<file path="config.mk">
export PLATFORM = sky130hd
export DESIGN_NAME = scroll_ctrl_flat
export DESIGN_NICKNAME = d
export VERILOG_FILES = /design/src/rtl/scroll_ctrl_if.sv /design/src/rtl/scroll_ctrl.sv /design/src/flat_wrapper.sv
export SDC_FILE = /design/constraint.sdc
export NUM_CORES = 1
export LEC_CHECK = 0
export CORE_UTILIZATION = 50
export DETAILED_ROUTE_END_ITERATION = 6
export HOLD_SLACK_MARGIN = 0.03
export PLACE_DENSITY = 0.75
export SKIP_CTS_REPAIR_TIMING = 1
export SLEW_MARGIN = 20
export SYNTH_ARGS = -nofsm -noshare
export SYNTH_HDL_FRONTEND = slang
export SYNTH_SLANG_ARGS = --single-unit
</file>
<file path="constraint.sdc">
create_clock -name clk -period 3.1 [get_ports clk]
set_input_delay 0.62 -clock clk [delete_from_list [all_inputs] [get_ports clk]]
set_output_delay 0.62 -clock clk [all_outputs]
set_load 0.01 [all_outputs]
</file>
<file path="src/rtl/scroll_ctrl_if.sv">
// Purpose : bundles the scroll sequencer's control, lookup and window signals.
// Latency : none; this is wiring only.
// Backpress: none; the controls are level/pulse inputs and there is no handshake.
// Ports   : en/step/dir/restart (controls), rom_addr/rom_data (digit lookup),
//           window/valid/head (display side).
// Modports: master = the sequencer, slave = its environment (switches, lookup, display).
interface scroll_ctrl_if #(
    parameter int WIN_DIGITS = 4
);
    logic                      en;
    logic                      step;
    logic                      dir;
    logic                      restart;
    logic [3:0]                rom_addr;
    logic [3:0]                rom_data;
    logic [4*WIN_DIGITS-1:0]   window;
    logic                      valid;
    logic [3:0]                head;

    modport master (
        input  en, step, dir, restart, rom_data,
        output rom_addr, window, valid, head
    );

    modport slave (
        output en, step, dir, restart, rom_data,
        input  rom_addr, window, valid, head
    );
endinterface

</file>
<file path="src/rtl/scroll_ctrl.sv">
// Purpose : scrolls a MSG_LEN-digit message through a WIN_DIGITS-wide window
//           by walking a combinational digit lookup, paced by a prescaler.
// Latency : rom_addr is combinational; window/valid/head update on the step edge.
// Backpress: none; en pauses scrolling, and step pulses are taken only while paused.
// Ports   : clk, rst_n (async active-low), bus (scroll_ctrl_if.master).
// Optional: define SCROLL_BOUNCE_EN to replace the dir input with an internal
//           ping-pong direction. The window then bounces between the message
//           ends and never wraps.
module scroll_ctrl #(
    parameter int TICK_DIV   = 50000000,
    parameter int WIN_DIGITS = 4,
    parameter int MSG_LEN    = 16
) (
    input  logic          clk,
    input  logic          rst_n,
    scroll_ctrl_if.master bus
);
    localparam int PW = $clog2(TICK_DIV);
    localparam logic [PW-1:0] PRESC_LAST = PW'(TICK_DIV - 1);
    localparam logic [3:0]    FILL_LAST  = 4'(WIN_DIGITS - 1);
    localparam logic [3:0]    IDX_LAST   = 4'(MSG_LEN - 1);
    localparam int            WW         = 4 * WIN_DIGITS;

    typedef enum logic [1:0] {
        FILL  = 2'd0,
        RUN   = 2'd1,
        PAUSE = 2'd2
    } state_t;

    state_t         state_q;
    logic [3:0]     fill_cnt_q;
    logic [PW-1:0]  presc_q;
    logic [WW-1:0]  window_q;
    logic           valid_q;
    logic [3:0]     head_q;

    logic           dir_eff;
    logic           can_step;
    logic           do_step;
    logic [4:0]     fwd_sum;
    logic [3:0]     fwd_addr;
    logic [3:0]     bwd_addr;
    logic [3:0]     head_inc;
    logic [3:0]     head_dec;
    logic [WW+3:0]  shl_ext;
    logic [WW+3:0]  shr_ext;

`ifdef SCROLL_BOUNCE_EN
    localparam logic [3:0] BOUNCE_TOP = 4'(MSG_LEN - WIN_DIGITS);
    logic bdir_q;
    assign dir_eff  = bdir_q;
    // A window covering the whole message has nowhere to move.
    assign can_step = (MSG_LEN != WIN_DIGITS);
`else
    assign dir_eff  = bus.dir;
    assign can_step = 1'b1;
`endif

    // Modulo-MSG_LEN index arithmetic uses explicit compares, so a
    // non-power-of-two message length also wraps correctly.
    assign fwd_sum  = {1'b0, head_q} + 5'(WIN_DIGITS);
    assign fwd_addr = (fwd_sum >= 5'(MSG_LEN)) ? 4'(fwd_sum - 5'(MSG_LEN)) : fwd_sum[3:0];
    assign bwd_addr = (head_q == 4'd0) ? IDX_LAST : head_q - 4'd1;
    assign head_inc = (head_q == IDX_LAST) ? 4'd0 : head_q + 4'd1;
    assign head_dec = bwd_addr;

    // Widened copies let the same slices serve both shift directions for any
    // WIN_DIGITS, including a single-digit window.
    assign shl_ext = {window_q, bus.rom_data};
    assign shr_ext = {bus.rom_data, window_q};

    // Outside FILL, rom_addr always points at the digit the next step will
    // consume. A step's data is therefore already present on its edge.
    assign bus.rom_addr = (state_q == FILL) ? fill_cnt_q
                        : (dir_eff ? bwd_addr : fwd_addr);

    // In RUN, a falling en takes priority over a due tick, and the prescaler
    // holds its value. A step pulse coinciding with en=1 in PAUSE is dropped.
    assign do_step = can_step && !bus.restart &&
                     (((state_q == RUN)   && bus.en && (presc_q == PRESC_LAST)) ||
                      ((state_q == PAUSE) && !bus.en && bus.step));

    assign bus.window = window_q;
    assign bus.valid  = valid_q;
    assign bus.head   = head_q;

    always_ff @(posedge clk or negedge rst_n) begin
        if (!rst_n) begin
            state_q    <= FILL;
            fill_cnt_q <= 4'd0;
            presc_q    <= '0;
            window_q   <= '0;
            valid_q    <= 1'b0;
            head_q     <= 4'd0;
`ifdef SCROLL_BOUNCE_EN
            bdir_q     <= 1'b0;
`endif
        end else if (bus.restart) begin
            // The window is left as is; the refill overwrites every digit.
            state_q    <= FILL;
            fill_cnt_q <= 4'd0;
            presc_q    <= '0;
            valid_q    <= 1'b0;
            head_q     <= 4'd0;
`ifdef SCROLL_BOUNCE_EN
            bdir_q     <= 1'b0;
`endif
        end else begin
            case (state_q)
                FILL: begin
                    window_q   <= shl_ext[WW-1:0];
                    fill_cnt_q <= fill_cnt_q + 4'd1;
                    if (fill_cnt_q == FILL_LAST) begin
                        valid_q <= 1'b1;
                        state_q <= bus.en ? RUN : PAUSE;
                    end
                end
                RUN: begin
                    if (!bus.en) begin
                        state_q <= PAUSE;
                    end else if (presc_q == PRESC_LAST) begin
                        presc_q <= '0;
                    end else begin
                        presc_q <= presc_q + PW'(1);
                    end
                end
                PAUSE: begin
                    if (bus.en) begin
                        state_q <= RUN;
                    end
                end
                default: state_q <= FILL;
            endcase

            if (do_step) begin
                if (!dir_eff) begin
                    window_q <= shl_ext[WW-1:0];
                    head_q   <= head_inc;
`ifdef SCROLL_BOUNCE_EN
                    if (head_inc == BOUNCE_TOP) begin
                        bdir_q <= 1'b1;
                    end
`endif
                end else begin
                    window_q <= shr_ext[WW+3:4];
                    head_q   <= head_dec;
`ifdef SCROLL_BOUNCE_EN
                    if (head_dec == 4'd0) begin
                        bdir_q <= 1'b0;
                    end
`endif
                end
            end
        end
    end
endmodule

</file>
<file path="src/flat_wrapper.sv">
// flat-port wrapper written by rule: the top's interface ports become plain ports
module scroll_ctrl_flat 
#(
    parameter int TICK_DIV   = 50000000,
    parameter int WIN_DIGITS = 4,
    parameter int MSG_LEN    = 16
)
  (clk, rst_n, bus_en, bus_step, bus_dir, bus_restart, bus_rom_data, bus_rom_addr, bus_window, bus_valid, bus_head);
  scroll_ctrl_if #(.WIN_DIGITS(WIN_DIGITS)) bus_i ();
  input  logic clk;
  input  logic rst_n;
  input wire logic [$bits(bus_i.en)-1:0] bus_en;
  input wire logic [$bits(bus_i.step)-1:0] bus_step;
  input wire logic [$bits(bus_i.dir)-1:0] bus_dir;
  input wire logic [$bits(bus_i.restart)-1:0] bus_restart;
  input wire logic [$bits(bus_i.rom_data)-1:0] bus_rom_data;
  output wire logic [$bits(bus_i.rom_addr)-1:0] bus_rom_addr;
  output wire logic [$bits(bus_i.window)-1:0] bus_window;
  output wire logic [$bits(bus_i.valid)-1:0] bus_valid;
  output wire logic [$bits(bus_i.head)-1:0] bus_head;
  assign bus_i.en = bus_en;
  assign bus_i.step = bus_step;
  assign bus_i.dir = bus_dir;
  assign bus_i.restart = bus_restart;
  assign bus_i.rom_data = bus_rom_data;
  assign bus_rom_addr = bus_i.rom_addr;
  assign bus_window = bus_i.window;
  assign bus_valid = bus_i.valid;
  assign bus_head = bus_i.head;
  scroll_ctrl #(.TICK_DIV(TICK_DIV), .WIN_DIGITS(WIN_DIGITS), .MSG_LEN(MSG_LEN)) u_core (.clk(clk), .rst_n(rst_n), .bus(bus_i));
endmodule
</file>
==> results of run 1 <==
==> layout by cell type, fill, tap and decap left out, types with 2 or more instances in the layout <==
cell type,count
or3b_2,3
or3_1,5
and4_1,2
clkdlybuf4s50_1,33
nand2b_1,4
nor3b_1,3
nor3_1,12
dfrtp_1,53
buf_4,10
inv_1,28
clkbuf_8,5
or4_1,3
a211o_1,2
nand3_1,10
a41oi_1,3
nand3_2,3
a21o_1,2
o21ai_0,20
xnor2_1,3
a21oi_1,27
a31oi_1,13
a221oi_1,2
xor2_1,4
and3_1,5
nor2_1,22
nand2_1,28
ha_1,7
a211oi_2,2
clkinvlp_4,2
nand4_1,8
o21bai_1,4
a222oi_1,9
a221o_1,7
o31ai_1,4
nor4bb_1,2
==> final timing paths <==
path / startpoint / end / slack [ns] / cells past startpoint
max reg2reg: u_core.presc_q[0] / u_core.bus.window[1] / 0.72 / 7
min in group clk: u_core.bus.valid / u_core.bus.valid / 0.51 / 2
min reg2reg: u_core.bus.valid / u_core.bus.valid / 0.51 / 2
min: rst_n / u_core.bus.head[3] / 0.08 / 1
max: bus_dir / bus_rom_addr[3] / 0.24 / 6
max in group asynchronous: rst_n / u_core.presc_q[4] / 2.50 / 2
==> power by group <==
part	switching, uW	total, uW	internal [uW]
Combinational	175	367	191
Sequential	48.0	796	748
Clock	250	415	165
==> worst max-delay path: stages <==
cell	delay (ns)
clkdlybuf4s50_1	0.49
clkinv_1	0.14
a21o_1	0.19
a21boi_0	0.12
o21ai_0	0.14
clkdlybuf4s50_1	0.55
==> metrics by stage <==
stage / instance area, um^2 / hold slack (ns) / util / setup WS (ns) / cells
after floorplan: 3050 / 0.324 / - / 1.03 / 338
after global placement: 3480 / 0.407 / 0.587 / 0.254 / 439
after detailed placement: 3480 / 0.412 / 0.587 / 0.245 / 439
after CTS: 3570 / 0.0618 / 0.603 / 0.237 / 447
after global routing: 3570 / 0.0654 / 0.603 / 0.110 / 447
final: 3570 / 0.0765 / 0.603 / 0.236 / 447
==> per-layer routing <==
layer | global-route usage | vias to the layer above | wire, um
met5 | 0 | - | 0
met3 | 0.0375 | 12 | 366
met1 | 0.304 | 1306 | 3140
li1 | - | 1320 | -
met4 | 0.0732 | 0 | 110
met2 | 0.350 | 98 | 3080
==> flip-flops by register name (all words and copies together), names as in the netlist <==
name,flops
u_core.presc_q,26
u_core.fill_cnt_q,4
u_core.bus.head,4
u_core.bus.window,16
u_core.bus.valid,1
u_core.state_q,2
==> cell type report <==
| class | count | area share |
|---|---|---|
| clock inverters | 3 | 0.00736 |
| clock buffers | 5 | 0.0193 |
| flip-flops and latches | 53 | 0.371 |
| repair buffers | 44 | 0.115 |
| well taps | 75 | 0.0263 |
| inverters | 29 | 0.0305 |
| multi-input cells | 238 | 0.430 |
==> cells by family (layout without fill, tap and decap cells) <==
kind of cell             after synthesis  in the layout  share of synthesized area
AO/OA/AOI/OAI                        104            104                      0.233
adder cells (fa/ha/maj)                7              7                     0.0287
flip-flops                            53             53                      0.434
XOR/XNOR                               7              7                     0.0201
AND/OR/NAND/NOR                      119            119                      0.218
multiplexers                           1              1                    0.00328
buffers and inverters                 47             81                     0.0627
==> impl_metrics.ini, run 1 <==
[floorplanning]
die_w_um = 80.2
die_h_um = 80.2
num_rows = 28
core_mm2 = 0.00592
start_util = 0.516
die_area_mm2 = 0.00642
ioPinCount = 35

[flow_run]
maxCapViolCount = 0

[pwr]
total_power_uw = 1580
p_leak_uw = 0.00149
power.ir.vdd_worst_v = 0.000271
pwr_density_cell_mw_per_mm2 = 442

[timing]
fin_crit_sh = 0.924
skew_ns = 0.0115
worst_pin_slew_ns = 0.984
drv_slew = 0
rsz0062_at_grt = false
hold_viol = 0
final-setup-viol-count = 0
max_freq_mhz = 349
relSlewSlack = 0.342
min_period_ns = 2.86
fin_setup_tns_ns = 0

[yosys]
synth_common_cells = dfrtp_1, inv_1, nand2_1
synth_cell_types = 56
synth_area_per_cell_um2 = 9.04
synth_area_leaders = dfrtp_1, a21oi_1, inv_1
mappedNetlistArea_mm2 = 0.00305
syn-num-nets = 355
ys_seq_area_frac = 0.434
synthArstFlopShare = 1.00
synth_top_area_share = 0.434
ys.warnings.count = 0
synth-edff-count = 0
yosys.area.top_type = dfrtp_1
synth.most_common_cell = dfrtp_1
synth_flop_cell = dfrtp_1
ys_ff_latch = 53
synthCells = 338

[global_routing]
grt_pass1_wl_mm = 11.2
antenna_found_initial = 0
track_usage = 0.220
first_global_vias = 2413
grt_overflow = 0
grt_max_degree = 35

[placement]
dp_hpwl_mm = 4.66
place.gp.congestion = 0.867
port_buffers = 34

[hold_path]
hold_class = in -> async

[clock_network]
cts-root-buf = clkbuf_8
cts_buffers = 5
cts_tree = yes
clk_path_buf_depth = 2
clk_latency_ns = 0.32
cts_sinks = 53
htree_levels = 2
clk_pin_slew_worst_paths_ns = 0.10

[final_layout]
n_antenna_cell = 0
area_growth_pct = 16.9
drive_above_1_share = 0.0833
fillers = 522
seqCellArea_mm2 = 0.00133
fin_nets = 388
multi_input_area_mm2 = 0.00154

[outcome]
violations = design-rule violations
status = complete, but fails checks

[worst_setup_path]
cp_max_fo = 4
cp-start-kind = primary input
required_ns = 2.48
worstSetupPathType = in -> out
critPathArrivalTime_ns = 2.24
worstSetupEndpointType = primary output

[drt]
wl_per_cell_um = 15.0
drtAntennaViolNets = 0
first_iter_violations = 236
vias_per_cell = 6.12
drt_pass1_iterations = 7
wirelength_mm = 6.70
drc = 1
vias = 2736
Power figures use the tool's default switching activity.
==> run 2, diff against run 1 <==
- CAP_MARGIN: default -> 20
==> results of run 2 <==
The final DEF is identical to that of run 1; final timing and power are the same.
